<file path="src/rtl/data_sram_initiator.sv">
// data_sram_initiator: in-order master for the req/addr_ok/data_ok data SRAM bus.
// Define DATA_SRAM_INIT_MISALIGN_EN to reject misaligned ops instead of forcing alignment.
module data_sram_initiator #(
  parameter int MAX_OUTST = 4,
  parameter int CNT_W = 3
) (
  input  logic        clk,
  input  logic        resetn,
  input  logic        op_valid,
  output logic        op_ready,
  input  logic        op_wr,
  input  logic [1:0]  op_size,
  input  logic        op_sext,
  input  logic [31:0] op_addr,
  input  logic [31:0] op_wdata,
  input  logic [4:0]  op_tag,
  input  logic        flush,
  output logic        req,
  output logic        wr,
  output logic [1:0]  size,
  output logic [3:0]  wstrb,
  output logic [31:0] addr,
  output logic [31:0] wdata,
  input  logic        addr_ok,
  input  logic        data_ok,
  input  logic [31:0] rdata,
  output logic        res_valid,
  output logic        res_wr,
  output logic [4:0]  res_tag,
  output logic [31:0] res_data,
  output logic        misalign
);
`ifdef DATA_SRAM_INIT_MISALIGN_EN
  localparam bit MIS = 1'b1;
`else
  localparam bit MIS = 1'b0;
`endif
  localparam int PW = MAX_OUTST > 1 ? $clog2(MAX_OUTST) : 1;
  typedef struct packed {
    logic       wr;
    logic [1:0] size;
    logic       sext;
    logic [1:0] a;
    logic [4:0] tag;
  } ent_t;
  ent_t q [MAX_OUTST];
  ent_t head;
  logic [MAX_OUTST-1:0] cancel;
  logic [PW-1:0] wp, rp;
  logic [CNT_W-1:0] cnt, occ;
  logic held_cancel, held_sext;
  logic [4:0] held_tag;
  logic [1:0] nsize;
  logic [31:0] naddr, wd, sh, ld;
  logic [3:0] strb;
  logic bad, accept, issue, push, pop, v;
  always_comb begin
    nsize = op_size == 2'd3 ? 2'd2 : op_size;
    bad = (nsize == 2'd1 && op_addr[0]) || (nsize == 2'd2 && op_addr[1:0] != 2'd0);
    naddr = {op_addr[31:2], nsize == 2'd2 ? 2'b00 : {op_addr[1], nsize == 2'd1 ? 1'b0 : op_addr[0]}};
    strb = nsize == 2'd0 ? 4'b0001 << naddr[1:0] : nsize == 2'd1 ? (naddr[1] ? 4'b1100 : 4'b0011) : 4'b1111;
    wd = nsize == 2'd0 ? {4{op_wdata[7:0]}} : nsize == 2'd1 ? {2{op_wdata[15:0]}} : op_wdata;
    occ = cnt + CNT_W'(req);
    op_ready = (!req || addr_ok) && occ < CNT_W'(MAX_OUTST) && !flush;
    accept = op_valid && op_ready;
    issue = accept && !(MIS && bad);
    push = req && addr_ok;
    pop = data_ok && cnt != '0;
    head = q[rp];
    v = pop && !cancel[rp] && !flush;
    sh = rdata >> {head.a, 3'b000};
    ld = head.size == 2'd0 ? {{24{head.sext & sh[7]}}, sh[7:0]} :
         head.size == 2'd1 ? {{16{head.sext & sh[15]}}, sh[15:0]} : rdata;
  end
  always_ff @(posedge clk) begin
    if (!resetn) begin
      req <= 1'b0;
      wr <= 1'b0;
      size <= '0;
      wstrb <= '0;
      addr <= '0;
      wdata <= '0;
      held_cancel <= 1'b0;
      held_sext <= 1'b0;
      held_tag <= '0;
      cancel <= '0;
      wp <= '0;
      rp <= '0;
      cnt <= '0;
      res_valid <= 1'b0;
      res_wr <= 1'b0;
      res_tag <= '0;
      res_data <= '0;
      misalign <= 1'b0;
    end else begin
      if (issue) begin
        req <= 1'b1;
        wr <= op_wr;
        size <= nsize;
        addr <= naddr;
        wstrb <= op_wr ? strb : 4'b0000;
        wdata <= wd;
        held_sext <= op_sext;
        held_tag <= op_tag;
        held_cancel <= 1'b0;
      end else if (push) req <= 1'b0;
      if (flush) held_cancel <= 1'b1;
      if (flush) cancel <= '1;
      // the held request inherits a flush seen in its own handshake cycle
      if (push) begin
        q[wp] <= {wr, size, held_sext, addr[1:0], held_tag};
        cancel[wp] <= held_cancel || flush;
        wp <= wp == PW'(MAX_OUTST - 1) ? '0 : wp + 1'b1;
      end
      if (pop) rp <= rp == PW'(MAX_OUTST - 1) ? '0 : rp + 1'b1;
      cnt <= cnt + CNT_W'(push) - CNT_W'(pop);
      res_valid <= v;
      res_wr <= v && head.wr;
      res_tag <= v ? head.tag : '0;
      res_data <= v && !head.wr ? ld : '0;
      misalign <= MIS && accept && bad;
    end
  end
endmodule
</file>
<file path="config.mk">
export PLATFORM = sky130hd
export DESIGN_NAME = data_sram_initiator
export DESIGN_NICKNAME = d
export VERILOG_FILES = /design/src/rtl/data_sram_initiator.sv
export SDC_FILE = /design/constraint.sdc
export NUM_CORES = 1
export LEC_CHECK = 0
export BUFFER_PORTS_ARGS = -buffer_cell sky130_fd_sc_hd__buf_2
export CELL_PAD_IN_SITES_DETAIL_PLACEMENT = 0
export CELL_PAD_IN_SITES_GLOBAL_PLACEMENT = 2
export CORE_MARGIN = 2
export CORE_UTILIZATION = 35
export CTS_BUF_LIST = sky130_fd_sc_hd__clkbuf_4 sky130_fd_sc_hd__clkbuf_8
export DETAILED_ROUTE_END_ITERATION = 6
export PLACE_DENSITY_LB_ADDON = 0.12
export RECOVER_POWER = 100
export SLEW_MARGIN = 20
export SYNTH_ARGS = -nofsm -noshare
export SYNTH_HDL_FRONTEND = slang
export SYNTH_SLANG_ARGS = --single-unit
export TNS_END_PERCENT = 5
</file>
<file path="constraint.sdc">
create_clock -name clk -period 3.8 [get_ports clk]
set_input_delay 0.19 -clock clk [delete_from_list [all_inputs] [get_ports clk]]
set_output_delay 0.19 -clock clk [all_outputs]
set_load 0.01 [all_outputs]
</file>
==> results.md <==
* First DRT Iteration DRCs at 256
* Slew at the pin with the worst max-slew slack at 1880 ps
* Met2 WL at 9210 µm
* Via count of the routed design at 6011
* Crit path cell chain: buf_4 -> mux4_2 -> nor4_4 -> clkbuf_1 -> and2_0 -> a211o_1
* Max FO, Critical Path at 17
* Data arrival, critical path at 3480 ps
* Clock period minus worst slack at 3080 ps
* Post-CTS setup buffers at 0
* Area contributors post-synth: dfxtp_1 (36%), edfxtp_1 (18%), nand2_1 (8.2%)
* Type of the worst setup path: register to register
* Synth Flop Type: dfxtp_1
* M1 WL at 8360 µm
* Peak VDD IR at 0.246 mV
* Util after Layout at 0.464
* CP max-delay cell: and2_0
* GP Congestion at 0.914
* WP data required at 4200 ps
* Switching part of the total at 0.292
* Residual DRC count at 0
* RSZ-0062 raised after global routing: no
* CTS tree: yes
* P_int at 0.00306 W
* Layout area overhead at 29.7%
* Vias in the first global route at 5952
* Resize count post-CTS at 0
* Rel. slew slack at -0.257
* Via density at 4.83
* Max_cap viols at 2
* Largest net degree at the start of global routing at 97
* Share of layout cells above drive strength 1 at 0.175
* Hold Crit Class: primary input to register
* FP Rows at 52
* Asr flop ratio synth at 0
* Mapped Avg Cell Area at 10.3 µm²
* Wirelength per Cell at 15.6 µm
* Setup_tns at 0 ps
* Top-area cell type share of the netlist area at 0.362
* Setup-failing EPs final at 0
* Largest buffer count on any clock path at 2
* Status: finished with violations
* Cells after DPL at 1151
* FF+latch count, synth at 175
* Fin Clk Skew at 14.5 ps
* Hold_ws at 20.0 ps
* Die footprint at 21800 µm²
* Critical Path Start Type: register
* Hold_buf cts at 61
* Pleak at 3.90 nW
* Routed Antenna Nets at 0
* Clk slew on worst S/H paths at 100 ps
* Final Hold Fails at 0
* # diodes at 0
* Synth warnings at 0
* Critical Path Max Stage Delay at 800 ps
* Clk_lat worst skew at 460 ps
* Highest metal used: met5
* Initial antenna violation count at 3
* F_max at 325 MHz
* Tot GR Track Use at 0.178
* Io pins at 224
* Post-Syn Instances at 700
* Yosys cell types at 46
* Height of the die at 148 µm
* Net Sw Power at 0.00126 W
* Final Slew Violations at 136
* Failing checks: capacitance limit, slew limit
* Layout Nets at 1080
* Core area at 20200 µm²
* Leading area contributor after synthesis: dfxtp_1
* Routed Wire Length at 19500 µm
* Cell Pwr Density at 461 nW/µm²
* Tcrit/Tclk final at 0.810
* Mapped cell area at 7240 µm²
* Initial core utilization at 0.358
* HPWL Detailed at 13700 µm
* First-pass GRT wire length at 30500 µm
* Sink Count at 175
* Register area share after synthesis at 0.545
* Crit end category: register
* Logic gate share of total power at 0.207
* GRT overflow at 0
* Syn_nets at 818
* R2R Setup Slk at 720 ps
* CTS H-tree depth at 4
* Fill cells at 2017
* Clock group share of total power at 0.305
* Die width at 148 µm
* PortBufs at 222
* Clock Tree Root: clkbuf_8
* Final cell count without fillers at 1245
* 1st-pass router iterations at 4
* Metal3 WL at 1510 µm
* CTS Buf Count at 17
* EDFF count, synth at 44
* Sequential share of power at 0.488
-- stage by stage --
stage | instance area, µm² | setup slack [ps] | power, W
after CTS | 9540 | 1110 | 0.00441
after global placement | 8540 | 1230 | 0.00302
after floorplan | 7240 | 1650 | 0.00274
final | 9390 | 722 | 0.00432
after global routing | 9390 | 481 | 0.00456
after detailed placement | 8540 | 1130 | 0.00304
-- final cells by class --
cell class,count,area (µm²),area share
clock inverters,9,105,0.0112
clock buffers,23,292,0.0311
repair buffers,291,1630,0.174
well taps,270,338,0.0360
inverters,13,48.8,0.00520
flip-flops and latches,175,3940,0.420
multi-input cells,464,3030,0.322
-- cell families after synthesis --
group                    after synthesis  share of synthesized area
flip-flops                           175                      0.545
AO/OA/AOI/OAI                        179                      0.180
multiplexers                          41                     0.0811
buffers and inverters                 61                     0.0358
other                                  1                   0.000518
XOR/XNOR                               3                    0.00363
AND/OR/NAND/NOR                      233                      0.141
adder cells (fa/ha/maj)                7                     0.0131
-- cell usage after synthesis, types with 2 or more instances --
cell	count
nand2_1	159
dfxtp_1	131
a21boi_0	67
o21ai_0	47
edfxtp_1	44
clkbuf_1	38
mux2i_1	26
nor2_1	21
o211a_1	17
a21o_1	16
inv_1	13
nor2b_1	13
a21oi_1	11
mux4_2	11
nand3_1	11
a211o_1	8
nand2b_1	7
o221a_2	7
ha_1	6
and2_1	5
and3_1	4
buf_2	4
nor3_1	4
xnor2_1	3
buf_4	2
buf_6	2
clkbuf_2	2
mux4_1	2
or3_1	2
-- registers in the layout, indices dropped and copies added, names as in the netlist, 2 cells and up, named ones only --
name	flops
addr	32
cancel	4
cnt	3
wstrb	4
wdata	32
res_tag	5
size	2
rp	2
wp	2
held_tag	5
res_data	32
q	44
-- layer usage --
layer | up-vias | GRT usage
li1 | 2951 | -
met1 | 2825 | 0.214
met2 | 200 | 0.296
met3 | 31 | 0.0608
met4 | 4 | 0.0620
met5 | - | 0
-- placed cells by master, fill, tap and decap left out, drive strengths merged, types with 21 or more instances in the layout --
cell	synthesis	routed
mux2i	26	26
a21boi	67	67
clkbuf	40	138
edfxtp	44	44
nor2	21	21
buf	8	114
nand2	159	159
dlygate4sd3	0	62
o21ai	47	47
dfxtp	131	131
-- power groups by stage --
stage	clock network (W)	registers (W)	logic [W]
finish	0.00132	0.00211	0.000894
global route	0.00144	0.00213	0.000991
CTS	0.00136	0.00211	0.000937
detailed placement	0	0.00215	0.000885
global placement	0	0.00214	0.000876
floorplan	0	0.00218	0.000558
-- worst max-delay path, delay by kind of cell, from the launching register on --
family | cells | cell delay (ps)
simple gates | 2 | 930
buf+inv | 2 | 810
mux | 1 | 560
flops | 1 | 500
compound gates | 1 | 230
-- path summary, 6_finish.rpt --
check / depth (start not counted) / endpoint / from
setup reg to reg: 6 / res_data[15] / register
hold / removal: 2 / res_data[6] / rdata[6]
setup / recovery: 6 / res_data[15] / register
hold reg to reg: 2 / addr[18] / addr[18]
Power figures use the tool's default switching activity.
